File: config.mk
export PLATFORM = sky130hd
export DESIGN_NAME = rectangle128_keysched_flat
export DESIGN_NICKNAME = d
export VERILOG_FILES = /design/src/rtl/rectangle128_pkg.sv /design/src/rtl/rectangle128_keysched_if.sv /design/src/rtl/rectangle128_ksg_round.sv /design/src/rtl/rectangle128_keysched.sv /design/src/flat_wrapper.sv
export SDC_FILE = /design/constraint.sdc
export NUM_CORES = 1
export LEC_CHECK = 0
export ABC_CLOCK_PERIOD_IN_PS = 2950
export BUFFER_PORTS_ARGS = -buffer_cell sky130_fd_sc_hd__buf_4
export CORE_UTILIZATION = 52
export CTS_BUF_LIST = sky130_fd_sc_hd__clkbuf_8
export CTS_CLUSTER_DIAMETER = 150
export DETAILED_ROUTE_END_ITERATION = 7
export GPL_ROUTABILITY_DRIVEN = 0
export GPL_TIMING_DRIVEN = 0
export PLACE_DENSITY = 0.8
export SETUP_SLACK_MARGIN = 0.15
export SLEW_MARGIN = 20
export SYNTH_ARGS = -nofsm -noshare
export SYNTH_HDL_FRONTEND = slang
export SYNTH_SLANG_ARGS = --single-unit
File: constraint.sdc
create_clock -name Clk -period 2.95 [get_ports Clk]
set_input_delay 0.4425 -clock Clk [delete_from_list [all_inputs] [get_ports Clk]]
set_output_delay 0.4425 -clock Clk [all_outputs]
set_load 0.02 [all_outputs]
File: src/rtl/rectangle128_pkg.sv
// Shared types and constants for the RECTANGLE-128 key schedule: S-box, round-constant step, FSM states.
package rectangle128_pkg;

   localparam int          NUM_SUBKEYS = 26;
   localparam logic [4:0]  RC_INIT     = 5'h01;

   typedef enum logic [1:0] {
      ST_IDLE = 2'd0,
      ST_CLR  = 2'd1,
      ST_GEN  = 2'd2,
      ST_DONE = 2'd3
   } ks_state_e;

   function automatic logic [3:0] sbox(input logic [3:0] x);
      logic [3:0] y;
      case (x)
         4'h0: y = 4'h6;  4'h1: y = 4'h5;  4'h2: y = 4'hC;  4'h3: y = 4'hA;
         4'h4: y = 4'h1;  4'h5: y = 4'hE;  4'h6: y = 4'h7;  4'h7: y = 4'h9;
         4'h8: y = 4'hB;  4'h9: y = 4'h0;  4'hA: y = 4'h3;  4'hB: y = 4'hD;
         4'hC: y = 4'h8;  4'hD: y = 4'hF;  4'hE: y = 4'h4;  default: y = 4'h2;
      endcase
      return y;
   endfunction

   // 5-bit LFSR: shift left, feedback rc4 ^ rc2
   function automatic logic [4:0] rc_step(input logic [4:0] rc);
      return {rc[3:0], rc[4] ^ rc[2]};
   endfunction

endpackage

File: src/rtl/rectangle128_keysched_if.sv
// Request/subkey-memory bundle between the key-schedule controller and its user.
interface rectangle128_keysched_if;
   logic          start;
   logic [127:0]  Key;
   logic          busy;
   logic          done;
   logic          MemFlush_n;
   logic          WE;
   logic [4:0]    WAddr;
   logic [63:0]   KeyIn;

   modport master (
      output start, Key,
      input  busy, done, MemFlush_n, WE, WAddr, KeyIn
   );

   modport slave (
      input  start, Key,
      output busy, done, MemFlush_n, WE, WAddr, KeyIn
   );
endinterface

File: src/rtl/rectangle128_ksg_round.sv
// One combinational key-schedule round: S-box on columns 0..7, Feistel-like row mix, RC injection.
module rectangle128_ksg_round
   import rectangle128_pkg::*;
(
   input  logic [3:0][31:0] rows_i,
   input  logic [4:0]       rc_i,
   output logic [3:0][31:0] rows_o
);

   logic [3:0][31:0] sub;

   always_comb begin
      sub = rows_i;
      for (int j = 0; j < 8; j++) begin
         {sub[3][j], sub[2][j], sub[1][j], sub[0][j]} =
            sbox({rows_i[3][j], rows_i[2][j], rows_i[1][j], rows_i[0][j]});
      end
   end

   assign rows_o[0] = {sub[0][23:0], sub[0][31:24]} ^ sub[1] ^ {27'd0, rc_i};
   assign rows_o[1] = sub[2];
   assign rows_o[2] = sub[3];
   assign rows_o[3] = {sub[3][15:0], sub[3][31:16]} ^ sub[0];

endmodule

File: src/rtl/rectangle128_keysched.sv
// RECTANGLE-128 subkey generator: expands a 128-bit key into 26 64-bit subkeys written to memory.
// Optional build macro RECTANGLE128_KEYSCHED_ZEROIZE_EN clears the key state after completion.
//
// state | meaning
// IDLE  | waiting for start; Key latched on accept
// CLR   | one-cycle active-low clear of the subkey memory
// GEN   | write subkey WAddr each cycle, advance key state
// DONE  | one-cycle done pulse, then back to IDLE
module rectangle128_keysched
   import rectangle128_pkg::*;
(
   input  logic Clk,
   input  logic flush,
   rectangle128_keysched_if.slave ks
);

   ks_state_e        state_q, state_d;
   logic [3:0][31:0] rows_q, rows_d, rows_nxt;
   logic [4:0]       rc_q, rc_d;
   logic [4:0]       waddr_q, waddr_d;
   logic             we_q, we_d;
   logic             busy_q, busy_d;
   logic             done_q, done_d;
   logic             mflush_n_q, mflush_n_d;

   rectangle128_ksg_round u_round (
      .rows_i (rows_q),
      .rc_i   (rc_q),
      .rows_o (rows_nxt)
   );

   always_comb begin
      state_d    = state_q;
      rows_d     = rows_q;
      rc_d       = rc_q;
      waddr_d    = waddr_q;
      we_d       = we_q;
      busy_d     = busy_q;
      done_d     = done_q;
      mflush_n_d = mflush_n_q;
      case (state_q)
         ST_IDLE: begin
            if (ks.start) begin
               state_d    = ST_CLR;
               rows_d     = ks.Key;
               rc_d       = RC_INIT;
               waddr_d    = 5'd0;
               busy_d     = 1'b1;
               mflush_n_d = 1'b0;
            end
         end
         ST_CLR: begin
            state_d    = ST_GEN;
            mflush_n_d = 1'b1;
            we_d       = 1'b1;
            waddr_d    = 5'd0;
         end
         ST_GEN: begin
            // last index is written without advancing, so the state keeps K25
            if (waddr_q == 5'(NUM_SUBKEYS - 1)) begin
               state_d = ST_DONE;
               we_d    = 1'b0;
               busy_d  = 1'b0;
               done_d  = 1'b1;
            end else begin
               waddr_d = waddr_q + 5'd1;
               rows_d  = rows_nxt;
               rc_d    = rc_step(rc_q);
            end
         end
         ST_DONE: begin
            state_d = ST_IDLE;
            done_d  = 1'b0;
            waddr_d = 5'd0;
`ifdef RECTANGLE128_KEYSCHED_ZEROIZE_EN
            rows_d  = '0;
`endif
         end
         default: state_d = ST_IDLE;
      endcase
   end

   always_ff @(posedge Clk) begin
      if (flush) begin
         state_q    <= ST_IDLE;
         rows_q     <= '0;
         rc_q       <= RC_INIT;
         waddr_q    <= 5'd0;
         we_q       <= 1'b0;
         busy_q     <= 1'b0;
         done_q     <= 1'b0;
         mflush_n_q <= 1'b1;
      end else begin
         state_q    <= state_d;
         rows_q     <= rows_d;
         rc_q       <= rc_d;
         waddr_q    <= waddr_d;
         we_q       <= we_d;
         busy_q     <= busy_d;
         done_q     <= done_d;
         mflush_n_q <= mflush_n_d;
      end
   end

   assign ks.busy       = busy_q;
   assign ks.done       = done_q;
   assign ks.MemFlush_n = mflush_n_q;
   assign ks.WE         = we_q;
   assign ks.WAddr      = waddr_q;
   assign ks.KeyIn      = {rows_q[3][15:0], rows_q[2][15:0], rows_q[1][15:0], rows_q[0][15:0]};

endmodule

File: src/flat_wrapper.sv
// flat-port wrapper written by rule: the top's interface ports become plain ports
module rectangle128_keysched_flat import rectangle128_pkg::*;
  (Clk, flush, ks_start, ks_Key, ks_busy, ks_done, ks_MemFlush_n, ks_WE, ks_WAddr, ks_KeyIn);
  rectangle128_keysched_if ks_i ();
  input  logic Clk;
  input  logic flush;
  input wire logic [$bits(ks_i.start)-1:0] ks_start;
  input wire logic [$bits(ks_i.Key)-1:0] ks_Key;
  output wire logic [$bits(ks_i.busy)-1:0] ks_busy;
  output wire logic [$bits(ks_i.done)-1:0] ks_done;
  output wire logic [$bits(ks_i.MemFlush_n)-1:0] ks_MemFlush_n;
  output wire logic [$bits(ks_i.WE)-1:0] ks_WE;
  output wire logic [$bits(ks_i.WAddr)-1:0] ks_WAddr;
  output wire logic [$bits(ks_i.KeyIn)-1:0] ks_KeyIn;
  assign ks_i.start = ks_start;
  assign ks_i.Key = ks_Key;
  assign ks_busy = ks_i.busy;
  assign ks_done = ks_i.done;
  assign ks_MemFlush_n = ks_i.MemFlush_n;
  assign ks_WE = ks_i.WE;
  assign ks_WAddr = ks_i.WAddr;
  assign ks_KeyIn = ks_i.KeyIn;
  rectangle128_keysched u_core (.Clk(Clk), .flush(flush), .ks(ks_i));
endmodule
==> flow_metrics.tcl <==
set metrics [dict create \
    outcome "complete, no violations" \
    ys_async_sr_fraction 0 \
    yosysTopAreaCell "dfxtp_1" \
    drtAntennaViolNets 0 \
    syn_inst 1114 \
    crit_arrival_ps 3250 \
    synth_top_area_frac 0.353 \
    final_common_cell "buf_4" \
    insertion_delay_ps 480 \
    grt_setup_unrepaired "false" \
    wl_met1_mm 13.1 \
    layout_min_cycle_time_ps 2840 \
    syn_area_sq_mm 0.00999 \
    finalMaxSlewViolations 0 \
    gr-total-overflow 0 \
    p_total_uw 14400 \
    wl_met3_mm 3.53 \
    drt-total-wl_mm 33.6 \
    synth_edf_count 0 \
    clock-root-buffer "clkbuf_8" \
    drc 0 \
    synth_nets 1296 \
    ys.flop_type "dfxtp_1" \
    setup_viol 0 \
    io_pins 204 \
    ys_ff_latch 176 \
    drt-initial-drc-count 1003 \
    grt_pass1_vias 8750 \
    max_freq_mhz 352 \
    final_cell_mix "buf_4, dfxtp_1, nand2_1" \
    worst_pin_slew_ps 844 \
    cts_tree "built" \
    cts_max_path_buffers 2 \
    place_inst 1550 \
    grt_pass1_wl_mm 49.1 \
    cts-buffers-inserted 17 \
    start_util 0.532 \
    avgViaCountPerCell 5.79 \
    layout.nets 1549 \
    area_delta_synth_final_pct 27.7 \
    fin_cells 1614 \
    cts_sinks 176 \
    diodes 0 \
    grt.total_usage 0.329 \
    cp.required_ps 3360 \
    synth-seq-area-share 0.353 \
    antenna_found_initial 0 \
    die_area_sq_mm 0.0198 \
    critPathMaxFanout 10 \
    yosysUniqueCellTypes 58 \
    period_share 0.964 \
    p_leak_uw 0.00540 \
    grt_max_degree 17 \
    core_area_sq_mm 0.0188 \
    dr.pass1.iters 5 \
    finalHoldViolCount 0 \
    maxSlewHeadroom 0.437 \
    peakVddDrop_uv 596 \
    worstSetupPathType "input port to register" \
    routed-via-count 9345 \
    htree_levels 4 \
    finClkSkew_ps 12.2 \
    die_h_um 141 \
    p_per_area_mw_per_mm2 1130 \
    end_kind "register" \
    cts_hold_buf 0 \
    worstSetupStartpointType "input port" \
    dp_hpwl_mm 24.4 \
    drive_above_1_share 0.317 \
    hold_path_class "input port to register" \
    num_rows 50 \
    clk_pin_slew_worst_paths_ps 90 \
    io_buffers 202 \
    yosys-top-cells-area "dfxtp_1, mux2i_1, xnor2_1" \
    die_w_um 141 \
    top_layer_used "met4" \
    wl_met2_mm 15.3 \
    maxCapViolCount 0 \
    yosysWarnings 0 \
    avgRoutedWirePerCell_um 20.8 \
    synth_area_per_cell_sq_um 8.97 \
]
==> critical path: stages <==
cell and delay (ps):
buf_2 350, buf_4 350, clkbuf_4 340, clkbuf_2 320, clkbuf_2 340, nor2_1 170
ha_1 340, inv_1 50, a2111oi_0 360, a31oi_1 90, o211ai_1 90
==> sequential cells by signal, indices dropped and copies added, names as in the netlist <==
signal	count
u_core.ks.done	1
u_core.rows_q	64
u_core.state_q	2
u_core.ks.WE	1
u_core.ks.MemFlush_n	1
u_core.ks.busy	1
u_core.ks.WAddr	5
u_core.u_round.rows_o	16
u_core.ks.KeyIn	64
u_core.u_round.sub	16
u_core.rc_q	5
==> layout make-up <==
cell class / instances / area [sq um]
buffer: 137 / 950
clock buffer: 19 / 262
clock inverter: 13 / 183
fill: 1444 / 6010
inverter: 61 / 235
multi-input combinational: 740 / 5520
sequential: 176 / 3540
tap: 234 / 293
timing repair buffer: 234 / 1780
==> synth_stat cells (all sizes together), types with 3 or more instances <==
master / instances
a211o: 5
or3: 3
inv: 60
o211ai: 80
and2: 4
mux4: 3
a211oi: 65
a21oi: 73
a31oi: 3
nor3: 3
o211a: 3
xnor2: 76
ha: 51
nand2: 135
a21o: 4
o21ai: 6
xor2: 5
buf: 105
mux2i: 94
mux2: 5
a221oi: 3
nor2b: 5
a22oi: 5
dfxtp: 176
clkbuf: 32
o21bai: 3
nor2: 86
==> per-layer routing <==
layer	up-vias	track usage
met5	-	0
met4	0	0.165
met3	125	0.0635
met2	598	0.531
met1	4350	0.421
li1	4272	-
==> cells by family after synthesis <==
logic type      count (synthesis)  synth area share
mux                           102             0.107
fa+ha+maj                      51            0.0639
compound gates                258             0.194
buf+inv                       198             0.108
xor+xnor                       82            0.0734
flops                         176             0.353
simple gates                  247             0.101
==> worst paths after layout <==
kind,start,endpoint,slack (ps),cells past startpoint
setup / recovery,flush,u_core.u_round.rows_o[64]$_DFF_P_,110,11
hold / removal,ks_Key[121],u_core.rows_q[121]$_SDFFE_PP0N_,270,3
setup reg to reg,u_core.state_q[1]$_SDFFE_PP0P_,u_core.u_round.rows_o[64]$_DFF_P_,130,15
hold reg to reg,u_core.rows_q[89]$_SDFFE_PP0N_,u_core.rows_q[89]$_SDFFE_PP0N_,500,2
==> power by group <==
part	total, uW	switching (uW)	internal, uW
registers	4250	940	3310
logic	8290	4460	3830
clock network	1900	934	968
==> stage by stage <==
step           area (sq um)   util  TNS (ps)  setup slack [ps]  hold WS [ps]
3_3_place_gp          11800  0.631     -5990              -632           470
3_5_place_dp          11800  0.631     -6430              -596           478
6_report              12800  0.680         0               107           271
4_1_cts               12400  0.663         0              99.9           266
2_1_floorplan         10000      -         0               154           457
5_1_grt               12800  0.680         0              49.3           284
==> timing repair <==
item / 4_1_cts / 5_1_grt
gates resized for setup: 34 / 27
pin swaps: 7 / 6
setup endpoints to repair: 63 / 64
buffers inserted: 7 / 25
Note: power is estimated with default switching activity, not from simulation.
